### config.mk
export PLATFORM = sky130hd
export DESIGN_NAME = ps2_scancode_rx
export DESIGN_NICKNAME = d
export VERILOG_FILES = /design/src/rtl/ps2_pkg.sv /design/src/rtl/ps2_line_filter.sv /design/src/rtl/ps2_scancode_rx.sv
export SDC_FILE = /design/constraint.sdc
export NUM_CORES = 1
export LEC_CHECK = 0
export ABC_AREA = 0
export BUFFER_PORTS_ARGS = -buffer_cell sky130_fd_sc_hd__clkbuf_2
export CELL_PAD_IN_SITES_DETAIL_PLACEMENT = 0
export CELL_PAD_IN_SITES_GLOBAL_PLACEMENT = 1
export CORE_MARGIN = 2
export CORE_UTILIZATION = 48
export CTS_CLUSTER_SIZE = 24
export DETAILED_ROUTE_END_ITERATION = 6
export PLACE_DENSITY_LB_ADDON = 0.1
export SKIP_LAST_GASP = 1
export SLEW_MARGIN = 20
export SYNTH_ARGS = -nofsm -noshare
export SYNTH_HDL_FRONTEND = slang
export SYNTH_SLANG_ARGS = --single-unit
### constraint.sdc
create_clock -name clock -period 3.9 [get_ports clock]
set_input_delay 0.585 -clock clock [delete_from_list [all_inputs] [get_ports clock]]
set_output_delay 0.585 -clock clock [all_outputs]
set_load 0.005 [all_outputs]
### src/rtl/ps2_pkg.sv
// Shared constants, FSM state type and key-event payload for the PS/2 scancode receiver.
package ps2_pkg;

    localparam logic [7:0] PS2_PREFIX_EXT = 8'hE0;
    localparam logic [7:0] PS2_PREFIX_BRK = 8'hF0;

    localparam logic [7:0] KEY_W = 8'h1D;
    localparam logic [7:0] KEY_A = 8'h1C;
    localparam logic [7:0] KEY_S = 8'h1B;
    localparam logic [7:0] KEY_D = 8'h23;
    localparam logic [7:0] KEY_G = 8'h34;
    localparam logic [7:0] KEY_R = 8'h2D;
    localparam logic [7:0] KEY_F = 8'h2B;

    typedef enum logic [1:0] {
        ST_IDLE   = 2'd0,
        ST_DATA   = 2'd1,
        ST_PARITY = 2'd2,
        ST_STOP   = 2'd3
    } ps2_state_t;

    typedef struct packed {
        logic       brk;
        logic       ext;
        logic [7:0] code;
    } key_evt_t;

    // Odd parity holds when data bits plus parity bit contain an odd number of ones.
    function automatic logic odd_parity_ok(input logic [7:0] data, input logic par);
        return (^data) ^ par;
    endfunction

endpackage

### src/rtl/ps2_line_filter.sv
// Synchroniser, glitch filter and falling-edge detector for the raw PS/2 clock line.
module ps2_line_filter #(
    parameter int unsigned FILTER_LEN = 8
) (
    input  logic clock,
    input  logic resetn,
    input  logic line_raw,
    output logic fall
);

    localparam int unsigned CNT_W = (FILTER_LEN > 1) ? $clog2(FILTER_LEN) : 1;

    logic             meta;
    logic             line_sync;
    logic             level;
    logic [CNT_W-1:0] cnt;

    // Level flips only after FILTER_LEN consecutive samples disagree with it.
    always_ff @(posedge clock) begin
        if (!resetn) begin
            meta      <= 1'b1;
            line_sync <= 1'b1;
            level     <= 1'b1;
            cnt       <= '0;
            fall      <= 1'b0;
        end else begin
            meta      <= line_raw;
            line_sync <= meta;
            fall      <= 1'b0;
            if (line_sync == level) begin
                cnt <= '0;
            end else if (cnt == CNT_W'(FILTER_LEN - 1)) begin
                level <= line_sync;
                cnt   <= '0;
                fall  <= ~line_sync;
            end else begin
                cnt <= cnt + CNT_W'(1);
            end
        end
    end

endmodule

### src/rtl/ps2_scancode_rx.sv
// PS/2 keyboard frame receiver with E0/F0 prefix decoding and one-cycle make/break strobes.
// Optional build macro: TYPEMATIC_FILTER_EN suppresses keyboard auto-repeat makes.
module ps2_scancode_rx
    import ps2_pkg::*;
#(
    parameter int unsigned FILTER_LEN     = 8,
    parameter int unsigned TIMEOUT_CYCLES = 100000,
    parameter int unsigned TO_W           = 17
) (
    input  logic       clock,
    input  logic       resetn,
    input  logic       ps2_clk,
    input  logic       ps2_dat,
    output logic [7:0] ps2_out,
    output logic       key_valid,
    output logic       key_release,
    output logic       key_extended,
    output logic [7:0] key_code,
    output logic       frame_err
);

    logic clk_fall;
    logic dat_meta;
    logic dat_sync;

    ps2_state_t      state, state_d;
    logic [2:0]      bitcnt, bitcnt_d;
    logic [7:0]      shreg, shreg_d;
    logic            par_bit, par_d;
    logic [TO_W-1:0] to_cnt, to_cnt_d;
    logic            ext_flag, ext_d;
    logic            brk_flag, brk_d;
    logic [7:0]      ps2_out_d;
    logic            key_valid_d;
    key_evt_t        key_q, key_d;
    logic            frame_err_d;
    logic            stop_good_c;
    logic            repeat_c;

`ifdef TYPEMATIC_FILTER_EN
    logic [7:0] last_make, last_make_d;
    logic       held, held_d;
`endif

    ps2_line_filter #(.FILTER_LEN(FILTER_LEN)) u_clk_filter (
        .clock    (clock),
        .resetn   (resetn),
        .line_raw (ps2_clk),
        .fall     (clk_fall)
    );

    // Data line needs only synchronising; it is sampled well after it settles.
    always_ff @(posedge clock) begin
        if (!resetn) begin
            dat_meta <= 1'b1;
            dat_sync <= 1'b1;
        end else begin
            dat_meta <= ps2_dat;
            dat_sync <= dat_meta;
        end
    end

    always_ff @(posedge clock) begin
        if (!resetn) begin
            state     <= ST_IDLE;
            bitcnt    <= '0;
            shreg     <= '0;
            par_bit   <= 1'b0;
            to_cnt    <= '0;
            ext_flag  <= 1'b0;
            brk_flag  <= 1'b0;
            ps2_out   <= '0;
            key_valid <= 1'b0;
            key_q     <= '0;
            frame_err <= 1'b0;
        end else begin
            state     <= state_d;
            bitcnt    <= bitcnt_d;
            shreg     <= shreg_d;
            par_bit   <= par_d;
            to_cnt    <= to_cnt_d;
            ext_flag  <= ext_d;
            brk_flag  <= brk_d;
            ps2_out   <= ps2_out_d;
            key_valid <= key_valid_d;
            key_q     <= key_d;
            frame_err <= frame_err_d;
        end
    end

`ifdef TYPEMATIC_FILTER_EN
    always_ff @(posedge clock) begin
        if (!resetn) begin
            last_make <= '0;
            held      <= 1'b0;
        end else begin
            last_make <= last_make_d;
            held      <= held_d;
        end
    end
`endif

    assign key_code     = key_q.code;
    assign key_release  = key_q.brk;
    assign key_extended = key_q.ext;

    assign stop_good_c = (state == ST_STOP) && clk_fall && dat_sync
                         && odd_parity_ok(shreg, par_bit);

`ifdef TYPEMATIC_FILTER_EN
    assign repeat_c = held && !brk_flag && (shreg == last_make);
`else
    assign repeat_c = 1'b0;
`endif

    always_comb begin
        state_d     = state;
        bitcnt_d    = bitcnt;
        shreg_d     = shreg;
        par_d       = par_bit;
        to_cnt_d    = to_cnt;
        ext_d       = ext_flag;
        brk_d       = brk_flag;
        ps2_out_d   = '0;
        key_valid_d = 1'b0;
        key_d       = '0;
        frame_err_d = 1'b0;
`ifdef TYPEMATIC_FILTER_EN
        last_make_d = last_make;
        held_d      = held;
`endif

        case (state)
            ST_IDLE: begin
                to_cnt_d = '0;
                if (clk_fall) begin
                    if (!dat_sync) begin
                        state_d  = ST_DATA;
                        bitcnt_d = '0;
                    end else begin
                        frame_err_d = 1'b1;
                    end
                end
            end
            ST_DATA: begin
                if (clk_fall) begin
                    shreg_d  = {dat_sync, shreg[7:1]};
                    bitcnt_d = bitcnt + 3'd1;
                    if (bitcnt == 3'd7) begin
                        state_d = ST_PARITY;
                    end
                end
            end
            ST_PARITY: begin
                if (clk_fall) begin
                    par_d   = dat_sync;
                    state_d = ST_STOP;
                end
            end
            ST_STOP: begin
                if (clk_fall) begin
                    state_d = ST_IDLE;
                    if (!stop_good_c) begin
                        frame_err_d = 1'b1;
                    end
                end
            end
            default: state_d = ST_IDLE;
        endcase

        // Mid-frame watchdog: a stalled keyboard aborts the frame and forgets any prefix.
        if (state != ST_IDLE) begin
            if (clk_fall) begin
                to_cnt_d = '0;
            end else if (to_cnt == TO_W'(TIMEOUT_CYCLES - 1)) begin
                state_d     = ST_IDLE;
                to_cnt_d    = '0;
                frame_err_d = 1'b1;
                ext_d       = 1'b0;
                brk_d       = 1'b0;
            end else begin
                to_cnt_d = to_cnt + TO_W'(1);
            end
        end

        if (stop_good_c) begin
            if (shreg == PS2_PREFIX_EXT) begin
                ext_d = 1'b1;
            end else if (shreg == PS2_PREFIX_BRK) begin
                brk_d = 1'b1;
            end else begin
                ext_d = 1'b0;
                brk_d = 1'b0;
                if (!repeat_c) begin
                    key_valid_d = 1'b1;
                    key_d.code  = shreg;
                    key_d.brk   = brk_flag;
                    key_d.ext   = ext_flag;
                    if (!brk_flag && (shreg != 8'h00)) begin
                        ps2_out_d = shreg;
                    end
                end
`ifdef TYPEMATIC_FILTER_EN
                if (!brk_flag) begin
                    last_make_d = shreg;
                    held_d      = 1'b1;
                end else if (shreg == last_make) begin
                    held_d = 1'b0;
                end
`endif
            end
        end
    end

endmodule

==> out/qor.txt <==
Vias per cell -> 5.18
Simple-Gate Fraction of Synth Area -> 24.8%
Final setup vio count -> 0
DRC Markers -> 0
Startpoint types -> flop
CTS Buffer Depth -> 2
CTS-repair resized insts -> 0
Hold WC Path Type -> flop to flop
Top Family by Delay on Critical Path -> simple AND/OR/NAND/NOR gates
CP bufs+invs -> 1
Number of antenna diodes -> 0
Final Hold Fails -> 0
# H-tree levels -> 3
Slew at the pin with the worst max-slew slack -> 0.676 ns
CTS Buf Count -> 9
Comb power frac -> 0.8%
Routed wire length -> 4540 um
Placed cell areas -> 2730 um^2
IO buf count -> 23
Leakage power -> 1.20 nW
Peak VDD IR -> 0.242 mV
Placer Congestion -> 0.738
WHS -> 0.416 ns
Power Dens Cells -> 431 nW/um^2
RSZ-0062 raised after global routing -> false
Post-synthesis compound-gate area fraction -> 7.80%
CTS tree -> yes
Mux share of post-synthesis cell area -> 0.780%
Global-route wire length before repair -> 7760 um
# rows -> 26
Die area -> 5950 um^2
Post-DP HPWL -> 3090 um
Routed Antenna Nets -> 0
Fmax -> 447 MHz
Clock Latency Late Sink -> 0.34 ns
Crit path required time -> 4.18 ns
Initial DRC count -> 88
Layout cell share with drive strength beyond 1 -> 14.5%
CTS Hold Buffers Added -> 0
Worst-path clk slew -> 0.07 ns
Pwr Total -> 1.27 mW
# IOs -> 24
Clock share of power -> 49.2%
Crit. End Element -> flop
DR WL/cell -> 12.4 um
Critical path class -> flop to flop
CP max FO -> 19
Final #Nets -> 312
Root Buffer -> clkbuf_8
Vias in the first global route -> 1722
Cell area after layout -> 2950 um^2
Yosys reg bits -> 62
Via count -> 1902
Gr ovfl total -> 0
Critical path, cell by cell -> inv_1 > ha_1 > xnor3_2 > xnor2_2 > nor4b_4 > and3_1
Syn avg cell area -> 9.61 um^2
Core Region -> 5140 um^2
Post-CTS setup buffers -> 0
Worst Path Arrival -> 2.52 ns
Sequential-to-total area share from yosys stat -> 48.4%
Final Skew -> 0.00575 ns
Die H -> 77.1 um
Worst path max stage delay -> 0.61 ns
Synth Area in XOR/XNOR -> 6.68%
EDFF count, synth -> 0
Asr flop ratio synth -> 0%
Slew headroom -> 54.7%
Slowest CP cell -> nor4b_4
Max Cap Viol -> 0
Net Count, Synth -> 287
Tcrit/Tclk final -> 57.4%
Pins Over Slew Limit -> 0
Area share of fa/ha/maj cells after synthesis -> 7.80%
Sequential power share -> 50.0%
Setup_tns -> 0 ns
GRT Total Usage -> 16.7%
Synth-to-layout area growth -> 15.0%
Post-Synthesis Cells -> 267
Cell area after synthesis -> 2570 um^2
Largest net degree at the start of global routing -> 24
Initial core utilization -> 49.9%
Yosys cell types -> 41
Status -> finished, final reports clean
Drt first pass iters -> 4
Net Sw Frac -> 20.4%
Tmin final -> 2.24 ns
CTS Sinks -> 62
Main synth FF type -> dfxtp_1
Int Pwr -> 1.01 mW
Warnings, synthesis -> 0
Net Sw Power -> 0.260 mW
Main combinational cell family by area after synthesis -> simple AND/OR/NAND/NOR gates
Die W -> 77.1 um
Antenna violations before repair -> 0
## cell usage in the layout (no fill, tap or decap), types with 3 or more instances in the layout
master    count
nand2_1      19
o21ai_0       7
or3_1         3
and4_1        4
ha_1         16
nand4_1       8
xnor2_1       3
nand2b_1      5
a21oi_1      11
nand3_1      17
xor2_1       12
and3_1       10
dfxtp_1      62
clkbuf_8     10
o31ai_1       4
and2_1       15
inv_1        13
nor2_1       22
nor3_1        3
clkbuf_2     23
## state kept, by name, summed over array words and instances, names as in the netlist
register,cells
key_release,1
shreg,8
u_clk_filter.line_sync,1
key_extended,1
frame_err,1
u_clk_filter.meta,1
dat_sync,1
ps2_out,8
to_cnt,17
u_clk_filter.fall,1
brk_flag,1
dat_meta,1
key_valid,1
ext_flag,1
bitcnt,3
par_bit,1
u_clk_filter.level,1
key_code,8
state,2
u_clk_filter.cnt,3
## routing by layer
| metal | GRT usage [%] | part of all wire, % |
|---|---|---|
| met1 | 21.2 | 51 |
| met2 | 24.7 | 43 |
| met3 | 4.71 | 3.9 |
| met4 | 10.7 | 2.8 |
| met5 | 0 | 0 |
## through the flow
| step | setup slack (ns) | utilization (%) | instances |
|---|---|---|---|
| after floorplan | 1.96 | - | 267 |
| after global placement | 1.66 | 53.1 | 351 |
| after detailed placement | 1.63 | 53.1 | 351 |
| after CTS | 1.62 | 57.4 | 367 |
| after global routing | 1.40 | 57.4 | 367 |
| final | 1.66 | 57.4 | 367 |
## logic make-up (layout without fill, tap and decap cells)
kind of cell	Yosys count	count (layout)
compound gates	32	32
xor+xnor	17	17
fa+ha+maj	16	16
buf+inv	23	53
simple gates	115	115
mux	2	2
flops	62	62
## cell type report
| type | count | area, um^2 |
|---|---|---|
| Clock buffer | 10 | 138 |
| Clock inverter | 6 | 85.1 |
| Fill cell | 489 | 2190 |
| Inverter | 13 | 48.8 |
| Multi-Input combinational cell | 182 | 1230 |
| Sequential cell | 62 | 1240 |
| Tap cell | 70 | 87.6 |
| Timing Repair Buffer | 24 | 123 |
## power by group through the flow
stage | Combinational [mW] | Clock (mW) | Sequential (mW)
6_report | 0.00957 | 0.626 | 0.637
3_3_place_gp | 0.00966 | 0 | 0.651
5_1_grt | 0.0109 | 0.666 | 0.636
4_1_cts | 0.00979 | 0.640 | 0.637
2_1_floorplan | 0.00653 | 0 | 0.651
3_5_place_dp | 0.00981 | 0 | 0.651
## cells in the mapped netlist (2+ instances only)
cell / instances / area [um^2]
dfxtp_1: 62 / 1240
nor2_1: 22 / 82.6
nand2_1: 19 / 71.3
nand3_1: 17 / 85.1
ha_1: 16 / 200
and2_1: 15 / 93.8
inv_1: 13 / 48.8
xor2_1: 12 / 105
a21oi_1: 11 / 55.1
and3_1: 10 / 62.6
nand4_1: 8 / 50.1
o21ai_0: 7 / 35.0
clkbuf_1: 5 / 18.8
nand2b_1: 5 / 31.3
and4_1: 4 / 35.0
o31ai_1: 4 / 30.0
buf_2: 3 / 15.0
nor3_1: 3 / 15.0
or3_1: 3 / 18.8
xnor2_1: 3 / 26.3
a22oi_1: 2 / 15.0
mux2i_1: 2 / 20.0
nor4_1: 2 / 12.5
nor4bb_1: 2 / 20.0
## worst paths after layout
check | slack [ns] | cells past startpoint | to | startpoint
worst max-delay path | 1.66 | 6 | ps2_out[4]$_SDFF_PP0_ | shreg[2]$_SDFFE_PN0P_
worst min-delay path | 0.42 | 1 | dat_sync$_SDFF_PN1_ | dat_meta$_SDFF_PN1_
worst max register to register | 1.66 | 6 | ps2_out[4]$_SDFF_PP0_ | shreg[2]$_SDFFE_PN0P_
worst min register to register | 0.42 | 1 | dat_sync$_SDFF_PN1_ | dat_meta$_SDFF_PN1_
No activity file was read; power rests on OpenSTA's default activity.
